==> config.mk <==
export PLATFORM = sky130hd
export DESIGN_NAME = count_0_63_ctrl
export DESIGN_NICKNAME = d
export VERILOG_FILES = /design/src/rtl/count_0_63_ctrl.sv
export SDC_FILE = /design/constraint.sdc
export NUM_CORES = 1
export LEC_CHECK = 0
export ABC_AREA = 0
export BUFFER_PORTS_ARGS = -buffer_cell sky130_fd_sc_hd__buf_2
export CORE_MARGIN = 4
export CORE_UTILIZATION = 59
export CTS_BUF_LIST = sky130_fd_sc_hd__clkbuf_16
export DETAILED_ROUTE_END_ITERATION = 8
export PLACE_DENSITY = 0.82
export SYNTH_ARGS = -nofsm -noshare
export SYNTH_HDL_FRONTEND = slang
export SYNTH_SLANG_ARGS = --single-unit
==> constraint.sdc <==
create_clock -name clk -period 4.6 [get_ports clk]
set_clock_uncertainty 0.1 [all_clocks]
set_input_delay 0.23 -clock clk [delete_from_list [all_inputs] [get_ports clk]]
set_output_delay 0.23 -clock clk [all_outputs]
set_load 0.01 [all_outputs]
==> src/rtl/count_0_63_ctrl.sv <==
`timescale 1ns/1ps
// count_0_63_ctrl: prescaled 0..63 up/down counter driving the two-digit
// 7-segment decoder. Raw run/clear/load buttons and the direction switch are
// synchronised and edge-detected; a RUN/STOP state machine gates counting.
// Optional build macro COUNT_SATURATE_EN: the counter stops at 0/63 instead of
// wrapping, pulses wrap on that limit step and drops back to STOP.
module count_0_63_ctrl #(
  parameter int TICK_DIV    = 50000000,
  parameter int SYNC_STAGES = 2
) (
  input  logic       clk,
  input  logic       rst_n,
  input  logic       btn_run,
  input  logic       btn_clr,
  input  logic       dir,
  input  logic       load_en,
  input  logic [5:0] load_val,
  output logic [5:0] count,
  output logic       running,
  output logic       tick,
  output logic       wrap
);

  localparam int DATA_W = 6;
  localparam int PRE_W  = $clog2(TICK_DIV);
  localparam logic [PRE_W-1:0] PRE_LAST = PRE_W'(TICK_DIV - 1);

  typedef enum logic {
    STOP = 1'b0,
    RUN  = 1'b1
  } state_t;

  state_t            state, state_nxt;
  logic [PRE_W-1:0]  pre, pre_nxt;
  logic [DATA_W-1:0] count_nxt;
  logic              tick_nxt, wrap_nxt;

  logic [SYNC_STAGES-1:0]             run_sync, clr_sync, ld_sync, dir_sync;
  logic [SYNC_STAGES-1:0][DATA_W-1:0] val_sync;
  logic                               run_prev, clr_prev, ld_prev;
  logic                               run_edge, clr_edge, ld_edge;
  logic                               step_due, step_go;
  logic [DATA_W:0]                    step_res;

  // Next count for one step plus a flag telling whether the step crossed the
  // 0/63 boundary; in saturating builds the value is pinned at the limit.
  function automatic logic [DATA_W:0] step_count(input logic [DATA_W-1:0] cur,
                                                 input logic up);
    logic              at_limit;
    logic [DATA_W-1:0] nxt;
    at_limit = up ? (cur == {DATA_W{1'b1}}) : (cur == '0);
    nxt      = up ? cur + DATA_W'(1) : cur - DATA_W'(1);
`ifdef COUNT_SATURATE_EN
    if (at_limit) nxt = cur;
`else
    nxt = nxt;
`endif
    return {at_limit, nxt};
  endfunction

  // Input synchronisers plus one extra flop per button for rising-edge detect.
  always_ff @(posedge clk or negedge rst_n) begin
    if (!rst_n) begin
      run_sync <= '0;
      clr_sync <= '0;
      ld_sync  <= '0;
      dir_sync <= '0;
      val_sync <= '0;
      run_prev <= 1'b0;
      clr_prev <= 1'b0;
      ld_prev  <= 1'b0;
    end else begin
      run_sync <= {run_sync[SYNC_STAGES-2:0], btn_run};
      clr_sync <= {clr_sync[SYNC_STAGES-2:0], btn_clr};
      ld_sync  <= {ld_sync[SYNC_STAGES-2:0], load_en};
      dir_sync <= {dir_sync[SYNC_STAGES-2:0], dir};
      val_sync <= {val_sync[SYNC_STAGES-2:0], load_val};
      run_prev <= run_sync[SYNC_STAGES-1];
      clr_prev <= clr_sync[SYNC_STAGES-1];
      ld_prev  <= ld_sync[SYNC_STAGES-1];
    end
  end

  assign run_edge = run_sync[SYNC_STAGES-1] & ~run_prev;
  assign clr_edge = clr_sync[SYNC_STAGES-1] & ~clr_prev;
  assign ld_edge  = ld_sync[SYNC_STAGES-1] & ~ld_prev;

  // A step is due on the last prescaler cycle while running; clear and load
  // both reset the prescaler and swallow that step entirely.
  assign step_due = (state == RUN) && (pre == PRE_LAST);
  assign step_go  = step_due && !clr_edge && !ld_edge;
  assign step_res = step_count(count, dir_sync[SYNC_STAGES-1]);

  // Next-state and next-output logic: clear > load > step, then the run toggle.
  always_comb begin
    state_nxt = state;
    pre_nxt   = (state == RUN) ? pre + PRE_W'(1) : '0;
    count_nxt = count;
    tick_nxt  = 1'b0;
    wrap_nxt  = 1'b0;

    if (clr_edge) begin
      count_nxt = '0;
      pre_nxt   = '0;
    end else if (ld_edge) begin
      count_nxt = val_sync[SYNC_STAGES-1];
      pre_nxt   = '0;
    end else if (step_go) begin
      pre_nxt   = '0;
      tick_nxt  = 1'b1;
      count_nxt = step_res[DATA_W-1:0];
      wrap_nxt  = step_res[DATA_W];
    end

    // A run edge coinciding with a step still lets the step finish first.
    if (run_edge) begin
      state_nxt = (state == RUN) ? STOP : RUN;
      pre_nxt   = '0;
    end

`ifdef COUNT_SATURATE_EN
    if (step_go && step_res[DATA_W]) begin
      state_nxt = STOP;
      pre_nxt   = '0;
    end
`endif
  end

  // State, prescaler and all outputs are registered.
  always_ff @(posedge clk or negedge rst_n) begin
    if (!rst_n) begin
      state <= STOP;
      pre   <= '0;
      count <= '0;
      tick  <= 1'b0;
      wrap  <= 1'b0;
    end else begin
      state <= state_nxt;
      pre   <= pre_nxt;
      count <= count_nxt;
      tick  <= tick_nxt;
      wrap  <= wrap_nxt;
    end
  end

  assign running = (state == RUN);

endmodule

==> flow_metrics.tcl <==
set metrics [dict create \
    nNetsFinal 290 \
    wirelength_mm 4.97 \
    wire_per_inst_um 15.3 \
    fp-row-count 23 \
    synthTopCellsByArea "dfrtp_1 (57%), xnor2_1 (7.2%), nor2_1 (4.8%)" \
    slew-limit-headroom 0.528 \
    diodes 0 \
    io_pins 21 \
    synth-edff-count 0 \
    setup_viol_count_final 0 \
    yosys-mux-area-fraction 0.0157 \
    final_antenna_net_count 0 \
    dieWidth_um 73.8 \
    grt_max_degree 59 \
    grt_overflow 0 \
    netlist_top_cells_count "dfrtp_1 (58), nor2_1 (33), xnor2_1 (21), nand2_1 (14), nor3_1 (14)" \
    synthDominantCellAreaShare 0.568 \
    portBuffers 20 \
    synth_cell_type_count 39 \
    htree_levels 3 \
    worst_slack_ns 1.87 \
    clk_pin_slew_ns 0.05 \
    fmaxAchievable_ghz 0.367 \
    die_area_mm2 0.00545 \
    arrival_ns 2.79 \
    cts_tree "built" \
    area_delta_synth_final_pct 23.7 \
    synthSimpleGateAreaFrac 0.209 \
    synth-adder-area-share 0.0323 \
    ys_ff_latch 58 \
    nFillCells 263 \
    rsz0062_at_grt "no" \
    setup_tns_ns 0 \
    synthArstFlopShare 1.00 \
    clk_latency_ns 0.32 \
    numCtsBuffers 9 \
    synth_nets 251 \
    cts.sinks 58 \
    grt_use_total 0.212 \
    synth_top_family_by_area "simple AND/OR/NAND/NOR gates" \
    root_buffer "clkbuf_16" \
    seq_area_frac_synth 0.568 \
    synth_area_mm2 0.00256 \
    synthXorXnorAreaFrac 0.0925 \
    met3_usage 0.0698 \
    synth.most_common_cell "dfrtp_1" \
    ys_warn_count 0 \
    met2_usage 0.339 \
    syn_area_per_cell_um2 11.0 \
    multi_input_area_mm2 0.00106 \
    synth_compound_area_frac 0.0631 \
    cpPeakStageDelay_ns 0.63 \
    netlist_instances 233 \
    cp_cell_sequence "ha_1 > and4_1 > nand3_1 > nor4_4 > or2_1 > nor2_1" \
    dpl.cell_count 300 \
    seqCellArea_mm2 0.00145 \
    dp_slack_ns 1.90 \
    final_cell_count_no_fill 326 \
    tightest_slew_ns 0.708 \
    grt_pass1_wl_mm 8.56 \
    grt_pass1_vias 1838 \
    via_per_inst 5.57 \
    coreArea_mm2 0.00409 \
    min_path_type "reg2reg" \
    initialDrtViolationCount 123 \
    hold_ws_ns 0.244 \
    use_met1 0.267 \
    powerDensity_mw_per_mm2 466 \
    synth_largest_area_cell "dfrtp_1" \
    fin_crit_ns 2.73 \
    path_buf_inv 0 \
    holdBufCountCts 11 \
    start_util 0.626 \
    finalCritPeriodShare 0.593 \
    drc_errors 0 \
    num_vias 1817 \
    critPathKind "reg2reg" \
    crit_path_end_kind "flop" \
    ir_drop_mv 0.324 \
    slew_violations 0 \
    dr.pass1.iters 4 \
    grt.busiest_layer "met2" \
    drive_gt1_frac 0.141 \
    gp_congestion 0.799 \
    required_ns 4.66 \
    antenna_found_initial 0 \
    post_cts_buffers 0 \
    cp_max_fo 21 \
    cap_violations 0 \
    status "finished, final reports clean" \
    hpwl_mm 3.17 \
    die_h_um 73.8 \
    start_kind "flop" \
    cts_resized 0 \
    critPathTopFamily "simple AND/OR/NAND/NOR gates" \
    hold_viol_final 0 \
    clockBufferDepth 2 \
    critPathSlowestCell "or2_1" \
    ys.flop_type "dfrtp_1" \
    leakage_nw 1.36 \
]
-- flip-flops by register name, summed over array words and instances, names as in the netlist --
name	count
pre	26
val_sync	12
count	6
clr_sync	2
dir_sync	2
ld_sync	2
run_sync	2
clr_prev	1
ld_prev	1
run_prev	1
running	1
tick	1
wrap	1
-- cells by family after synthesis --
group                      after synthesis
AOI/OAI and AO/OA                       26
adders and majority gates                6
DFF                                     58
buffers and inverters                    9
and+or+nand+nor                        103
muxes                                    4
xor gates and xnor gates                27
-- path summary, 6_finish.rpt --
kind,startpoint,end,slack (ns),cells after the start
worst max-delay path,pre[0]$_DFF_PN0_,pre[2]$_DFF_PN0_,1.87,6
worst min-delay path,val_sync[5]$_DFF_PN0_,val_sync[11]$_DFF_PN0_,0.24,0
worst max register to register,pre[0]$_DFF_PN0_,pre[2]$_DFF_PN0_,1.87,6
worst min register to register,val_sync[5]$_DFF_PN0_,val_sync[11]$_DFF_PN0_,0.24,0
max in group asynchronous,rst_n,ld_prev$_DFF_PN0_,3.44,3
min in group asynchronous,rst_n,dir_sync[1]$_DFF_PN0_,0.47,3
-- cell usage in the layout, fill, tap and decap left out, drive strengths merged, types with 2 or more instances in the layout --
master,instances
o21ai,5
bufinv,4
nand4,7
nor2b,3
xor2,6
inv,5
clkinv,2
and3,5
xnor2,21
dlygate4sd3,11
clkbuf,9
mux2i,4
a21oi,11
ha,5
dfrtp,58
nand2b,4
nand2,14
nor4,3
nor2,33
nor3,14
nand3,11
buf,21
and4,3
-- layout make-up --
class	instances	share of cell area
flip-flops and latches	58	0.459
multi-input cells	166	0.334
clock buffers	9	0.0712
repair buffers	32	0.0689
clock inverters	6	0.0412
well taps	50	0.0198
inverters	5	0.00594
-- power breakdown --
group	switching [mW]	internal (mW)
Combinational	0.0758	0.0499
Clock	0.213	0.578
Sequential	0.0228	0.535
Total	0.312	1.16
-- stage by stage --
step | power, mW | utilization | instance area, um2
after floorplan | 0.641 | - | 2560
after global placement | 0.678 | 0.660 | 2700
after detailed placement | 0.682 | 0.660 | 2700
after CTS | 1.49 | 0.774 | 3160
after global routing | 1.53 | 0.774 | 3160
final | 1.47 | 0.774 | 3160
-- metal layers --
metal,wire length [um],vias to the layer above
met2,2510,39
met3,210,2
li1,-,896
met1,2230,880
met4,23,0
met5,0,-
-- worst reg2reg max path: stages, from the launching register on --
cell and delay (ns):
dfrtp_1 0.38, ha_1 0.21, and4_1 0.29, nand3_1 0.23
nor4_4 0.58, or2_1 0.63, nor2_1 0.15
Power figures use the tool's default switching activity.
